==> config.mk <==
export PLATFORM = sky130hd
export DESIGN_NAME = fir_tdm_ctrl
export DESIGN_NICKNAME = d
export VERILOG_FILES = /design/src/rtl/fir_tdm_ctrl.sv
export SDC_FILE = /design/constraint.sdc
export NUM_CORES = 1
export LEC_CHECK = 0
export BUFFER_PORTS_ARGS = -buffer_cell sky130_fd_sc_hd__buf_2
export CAP_MARGIN = 20
export CORE_ASPECT_RATIO = 0.9
export CORE_UTILIZATION = 54
export DETAILED_ROUTE_END_ITERATION = 7
export GPL_ROUTABILITY_DRIVEN = 0
export PLACE_DENSITY = 0.82
export SLEW_MARGIN = 15
export SYNTH_ARGS = -nofsm -noshare
export SYNTH_HDL_FRONTEND = slang
export SYNTH_SLANG_ARGS = --single-unit
==> constraint.sdc <==
create_clock -name clk -period 3.43 [get_ports clk]
set_input_delay 0.686 -clock clk [delete_from_list [all_inputs] [get_ports clk]]
set_output_delay 0.686 -clock clk [all_outputs]
set_load 0.01 [all_outputs]
==> src/rtl/fir_tdm_ctrl.sv <==
// Time-division controller sharing one FIR MAC datapath across NumCh streams.
// Round-robin accepts one sample, then sequences shift/flush, a tap sweep and a tagged result strobe.
module fir_tdm_ctrl #(
  parameter int Taps      = 64,
  parameter int AddrWidth = 6,
  parameter int NumCh     = 4,
  parameter int ChWidth   = 2
) (
  input  logic                 clk,
  input  logic                 rst,
  input  logic [NumCh-1:0]     inputValid,
  output logic [NumCh-1:0]     inputReady,
  output logic [ChWidth-1:0]   channel,
  output logic [AddrWidth-1:0] address,
  output logic                 shift,
  output logic                 flush,
  output logic                 accEn,
  output logic                 outputValid,
  output logic [ChWidth-1:0]   outputChannel
);

  typedef enum logic [1:0] {
    IDLE = 2'd0,
    MAC  = 2'd1,
    DONE = 2'd2
  } state_t;

  state_t             state_r;
  state_t             state_nx_s;
  logic [ChWidth-1:0] rr_r;
  logic [ChWidth-1:0] ch_r;
  logic [ChWidth-1:0] grant_ch_s;
  logic [ChWidth-1:0] rr_nx_s;
  logic [ChWidth:0]   cand_s;
  logic               found_s;
  logic               accept_s;
  logic               last_tap_s;

  // Round-robin search starting at rr_r and wrapping past NumCh-1.
  always_comb begin
    found_s    = 1'b0;
    grant_ch_s = '0;
    cand_s     = '0;
    for (int i = 0; i < NumCh; i++) begin
      cand_s = {1'b0, rr_r} + (ChWidth+1)'(i);
      if (cand_s >= (ChWidth+1)'(NumCh)) begin
        cand_s = cand_s - (ChWidth+1)'(NumCh);
      end else begin
        cand_s = cand_s;
      end
      if (!found_s && inputValid[cand_s[ChWidth-1:0]]) begin
        found_s    = 1'b1;
        grant_ch_s = cand_s[ChWidth-1:0];
      end else begin
        found_s    = found_s;
        grant_ch_s = grant_ch_s;
      end
    end
  end

  // Accept-side strobes; held low during reset so nothing is captured then.
  always_comb begin
    accept_s   = (state_r == IDLE) && !rst && found_s;
    inputReady = accept_s ? (NumCh'(1) << grant_ch_s) : '0;
    shift      = accept_s;
    flush      = accept_s;
    channel    = accept_s ? grant_ch_s : ch_r;
    last_tap_s = (address == AddrWidth'(Taps - 1));
    rr_nx_s    = (grant_ch_s == ChWidth'(NumCh - 1)) ? '0 : grant_ch_s + ChWidth'(1);
  end

  // Next-state logic.
  always_comb begin
    state_nx_s = state_r;
    case (state_r)
      IDLE: begin
        if (accept_s) begin
          state_nx_s = MAC;
        end else begin
          state_nx_s = IDLE;
        end
      end
      MAC: begin
        if (last_tap_s) begin
          state_nx_s = DONE;
        end else begin
          state_nx_s = MAC;
        end
      end
      DONE:    state_nx_s = IDLE;
      default: state_nx_s = IDLE;
    endcase
  end

  // State, arbitration pointer and registered datapath controls.
  always_ff @(posedge clk or posedge rst) begin
    if (rst) begin
      state_r       <= IDLE;
      rr_r          <= '0;
      ch_r          <= '0;
      address       <= '0;
      accEn         <= 1'b0;
      outputValid   <= 1'b0;
      outputChannel <= '0;
    end else begin
      state_r     <= state_nx_s;
      accEn       <= (state_nx_s == MAC);
      outputValid <= (state_nx_s == DONE);
      if (accept_s) begin
        rr_r <= rr_nx_s;
        ch_r <= grant_ch_s;
      end
      if (state_nx_s == DONE) begin
        outputChannel <= ch_r;
      end
      // The sweep restarts at tap 0 on accept and parks at 0 after the last tap.
      if ((state_r == MAC) && !last_tap_s) begin
        address <= address + AddrWidth'(1);
      end else begin
        address <= '0;
      end
    end
  end

endmodule

=== Yosys cells after proc, flatten, opt, wreduce, memory -nomap -nowiden ===
Index checks and enable logic that the tools add are counted.

* Equality and inequality tests: 5
* Muxes and demuxes: 27
* Order comparisons: 8
* Reductions and logical operators: 12
* Shift operators: 1
* $add $sub $neg: 9

{| class="wikitable"
|+ Operators with widths
! kind !! number
|-
| 2-bit 2-to-1 mux || 11
|-
| 2-bit by 3-bit less-than comparator with 1-bit output, second input constant || 4
|-
| 3-bit >= comparator, second input constant || 3
|-
| 1-bit 2-to-1 mux || 9
|-
| 1-bit binary-select mux with 2-bit select || 4
|-
| 2-bit by 1-bit subtractor with 2-bit output, second input constant || 4
|-
| 2-bit by 2-bit adder with 3-bit output, second input constant || 2
|-
| 6-bit by 1-bit adder with 6-bit output, second input constant || 1
|-
| 6-bit == test, second input constant || 1
|-
| 1-bit logical AND || 6
|-
| 6-bit 2-to-1 mux || 1
|-
| 1-bit zero test || 5
|-
| 2-bit by 1-bit == test with 1-bit output, second input constant || 2
|-
| 2-bit == test, second input constant || 2
|-
| 4-bit 2-to-1 mux || 1
|-
| 2-bit case mux with 2 select lines || 1
|-
| 1-bit by 2-bit << shifter with 4-bit output, first input constant || 1
|-
| 2-bit by 1-bit adder with 3-bit output, second input constant || 1
|-
| 2-bit by 3-bit >= comparator with 1-bit output, second input constant || 1
|-
| 2-bit by 1-bit adder with 2-bit output, second input constant || 1
|-
| 2-bit zero test || 1
|}

* Register bits after elaboration: 16

=== Logic depth before layout (Yosys ltp) ===
* Depth after elaboration: 18
* Gate-level depth with buffers: 5

=== Least setup slack after synthesis ===
Ideal clock, no wire load.

* Path type: input-to-output
* From: input inputValid[3]
* To: output inputReady[0]
* Cell stages on the path: 5
* Data required time: 2.744 ns
* Path slack: 0.882 ns
* Arrival time: 1.862 ns
* Cell sequence: nand2b_1 -> a2bb2o_1 -> or3_1 -> ha_1 -> and2_1

* Cells in the longest elaborated chain, start to end: 14
* Elaborated cells on any way between the ends: 25
* Classes of those cells: shift (1); mux (17); reduce/logical (7)

{| class="wikitable"
|+ Ends and longest elaborated chain
! item !! RTL line !! source
|-
| start, declared || 11 || <nowiki>input logic [NumCh-1:0] inputValid,</nowiki>
|-
| 1-bit binary-select mux with 2-bit select || 51 || <nowiki>if (!found_s && inputValid[cand_s[ChWidth-1:0]]) begin</nowiki>
|-
| 1-bit 2-to-1 mux (not written as such) || 51 ||
|-
| 1-bit 2-to-1 mux || 51 ||
|-
| 1-bit zero test || 51 ||
|-
| 1-bit logical AND || 51 ||
|-
| 1-bit 2-to-1 mux || 51 ||
|-
| 1-bit zero test || 51 ||
|-
| 1-bit logical AND || 51 ||
|-
| 1-bit 2-to-1 mux || 51 ||
|-
| 1-bit zero test || 51 ||
|-
| 1-bit logical AND || 51 ||
|-
| 2-bit 2-to-1 mux / 1-bit 2-to-1 mux (equally long branches) || 51 ||
|-
| 1-bit by 2-bit << shifter with 4-bit output / 1-bit logical AND (equally long branches) || 64, 63 ||
|-
| 4-bit 2-to-1 mux (*) || 64 || <nowiki>inputReady = accept_s ? (NumCh'(1) << grant_ch_s) : '0;</nowiki>
|-
| end, declared || 12 || <nowiki>output logic [NumCh-1:0] inputReady,</nowiki>
|}

Every way passes the cells marked *; elsewhere a longest branch is shown, timed or not. The select of a mux whose other input is x is not followed.

=== Worst setup path after layout ===
* From: input inputValid[3]
* To: output inputReady[1]

The elaborated chain is that of the path after synthesis.

==> flow_summary_export.csv <==
group,metric,value,unit
worst_setup_path,path_cells,"buf_2, nand2b_1, a2bb2o_1, or3_1, ha_1, and2_1, buf_2",
clock_network,post-cts-setup-buffers,0,
worst_setup_path,regToRegSetupSlack,1.49,ns
final_layout,finalInstanceArea,1050,um^2
logic_synthesis,ys_seq_area_frac,0.452,
power_and_ir_drop,seqPwrFrac,0.549,
clock_network,cts_sinks,16,
power_and_ir_drop,leakage,0.520,nW
drt,drt-pass1-iter-count,4,
worst_setup_path,end_kind,"output port",
timing,post-route-period-util,0.831,
drt,ant_nets,0,
run_status,outcome,"finished clean",
timing,timing.fmax,351,MHz
grt,antenna_found_initial,0,
clock_network,cts_tree,"yes",
timing,slew_headroom,0.619,
timing,final-hold-violation-count,0,
timing,fin_tns_setup,0,ns
logic_synthesis,syn-mean-instance-area,10.8,um^2
power_and_ir_drop,p_sw,0.0000837,W
place,dp_hpwl,1150,um
place,port_buffers,23,
timing,setup_ws,0.578,ns
worst_setup_path,critPathMaxStageDelay,0.39,ns
clock_network,clock-root-buffer,"clkbuf_4",
clock_network,cts_htree_levels,1,
logic_synthesis,ys_types,35,
final_layout,diodes,0,
power_and_ir_drop,power.internal,0.000273,W
timing,finalCriticalPeriod,2.85,ns
worst_setup_path,crit_fanout,4,
grt,grt_first_pass_wirelength,2390,um
worst_setup_path,path_common_cell,"buf_2",
power_and_ir_drop,swShare,0.234,
die,core.rowCount,13,
drt,routedLengthMet1,739,um
clock_network,cts_resized,0,
logic_synthesis,ys_async_sr_fraction,1.00,
place,place_area,1010,um^2
timing,fin_hold_ws,0.462,ns
final_layout,n_fill_cell,110,
timing,drv_slew,0,
power_and_ir_drop,clock_power_share,0.336,
drt,top_layer,"met4",
final_layout,layout.nets,119,
logic_synthesis,ys_dominant_reg_cell,"dfrtp_1",
grt,grt_pass1_vias,536,
worst_setup_path,crit_required,2.74,ns
final_layout,layout_common_cells,"buf_2 (23), dfrtp_1 (16), nor2_1 (7)",
worst_setup_path,arrival,2.17,ns
timing,worst_slew_pin_slew,0.571,ns
drt,wl_met3,79,um
drt,drc_errors,0,
final_layout,drive_gt1_frac,0.327,
die,io_pins,24,
worst_setup_path,crit_type,"in2out",
grt,grt_max_degree,17,
logic_synthesis,yosys_register_bits,16,
logic_synthesis,synth_edf_count,0,
clock_network,clk_latency,0.28,ns
die,dieArea,1810,um^2
logic_synthesis,syn-cell-area,886,um^2
timing,setup_viol,0,
drt,vias,666,
final_layout,layout_commonest_cell,"buf_2",
job,maxCapViolCount,0,
power_and_ir_drop,p_per_area,341,nW/um^2
timing,rsz0062_at_grt,"no",
die,initial_utilization,0.598,
worst_setup_path,cp_slowest_cell,"or3_1",
die,core_region_area,1480,um^2
drt,routed_wl,1510,um
die,die_w,44.7,um
grt,grt-ovfl-total,0,
drt,routedWlPerCell,11.7,um
grt,grt_usage,0.198,
power_and_ir_drop,combPwrFrac,0.115,
die,die_h,40.4,um
timing,finalClockSkew,0.00297,ns
logic_synthesis,synthCells,82,
clock_network,clk_pin_slew_worst_paths,0.09,ns
drt,dr_wl_met2,681,um
power_and_ir_drop,vdd_ir_drop_max,0.247,mV
power_and_ir_drop,total_power,0.000357,W
drt,drt_iter0_drc,14,
logic_synthesis,ys_warn_count,0,
clock_network,ctsHoldBuffers,0,
place,pre_cts_ws,0.571,ns
min_path,hp-class,"in2async",
drt,viasPerCell,5.16,
final_layout,area_delta_synth_final,18.1,%
clock_network,numCtsBuffers,3,
logic_synthesis,synth_nets,93,
worst_setup_path,start_kind,"primary input",
clock_network,clockBufferDepth,2,
-- cells in the mapped netlist, types with 2 or more instances --
master    number  share of area
dfrtp_1       16           0.45
nor2_1         7          0.030
ha_1           5          0.071
nand2_1        5          0.021
and2_1         4          0.028
a21oi_1        3          0.017
inv_1          3          0.013
nand2b_1       3          0.021
nand3_1        3          0.017
nor3_1         3          0.017
o21ai_0        3          0.017
mux2_2         2          0.025
or3_1          2          0.014
xor2_1         2          0.020
-- worst max-delay path: cells and delay by family --
kind                     cells  cell delay, ns
AND/OR/NAND/NOR              3            0.69
AO/OA/AOI/OAI                1            0.35
buffers and inverters        2            0.26
adder cells (fa/ha/maj)      1            0.18
-- state kept, by name (all words and copies together), names as in the netlist --
register	count
accEn	1
outputValid	1
rr_r	2
state_r	2
outputChannel	2
address	6
ch_r	2
-- power groups by stage --
stage	Combinational, W	Clock (W)	Sequential (W)
2_1_floorplan	0.0000287	0	0.000198
3_3_place_gp	0.0000401	0	0.000199
3_5_place_dp	0.0000413	0	0.000199
4_1_cts	0.0000416	0.000125	0.000196
5_1_grt	0.0000480	0.000132	0.000196
6_report	0.0000410	0.000120	0.000196
-- path summary, 6_finish.rpt --
path                                   from               end  cells after the start
max                           inputValid[3]     inputReady[1]                      7
min                                     rst        address[5]                      2
max reg2reg                         rr_r[1]           rr_r[1]                      5
min reg2reg                outputChannel[0]  outputChannel[0]                      1
max in group asynchronous               rst           rr_r[1]                      2
min in group clk           outputChannel[0]  outputChannel[0]                      1
-- stage by stage --
stage          utilization  instances
3_3_place_gp         0.682        125
2_1_floorplan            -         82
6_report             0.707        129
4_1_cts              0.707        129
5_1_grt              0.707        129
3_5_place_dp         0.682        125
-- metal layers --
layer	vias to the layer above	track usage
li1	342	-
met1	304	0.271
met2	18	0.294
met3	2	0.0811
met4	0	0.0455
met5	-	0
-- cells by family (layout without fill, tap and decap cells) --
| group | count (synthesis) | count (layout) | share of synthesized area |
|---|---|---|---|
| and+or+nand+nor | 35 | 35 | 0.236 |
| DFF | 16 | 16 | 0.452 |
| AOI/OAI and AO/OA | 14 | 14 | 0.131 |
| buffers and inverters | 6 | 31 | 0.0381 |
| adders and majority gates | 5 | 5 | 0.0706 |
| xor gates and xnor gates | 3 | 3 | 0.0297 |
| muxes | 3 | 3 | 0.0424 |
-- final cells by class --
cell class / count / area [um^2] / area share
Tap cell: 22 / 27.5 / 0.0263
Timing Repair Buffer: 23 / 115 / 0.110
Inverter: 4 / 15.0 / 0.0144
Multi-Input combinational cell: 60 / 452 / 0.432
Clock buffer: 4 / 36.3 / 0.0347
Sequential cell: 16 / 400 / 0.383
(Power assumes the default switching activity.)
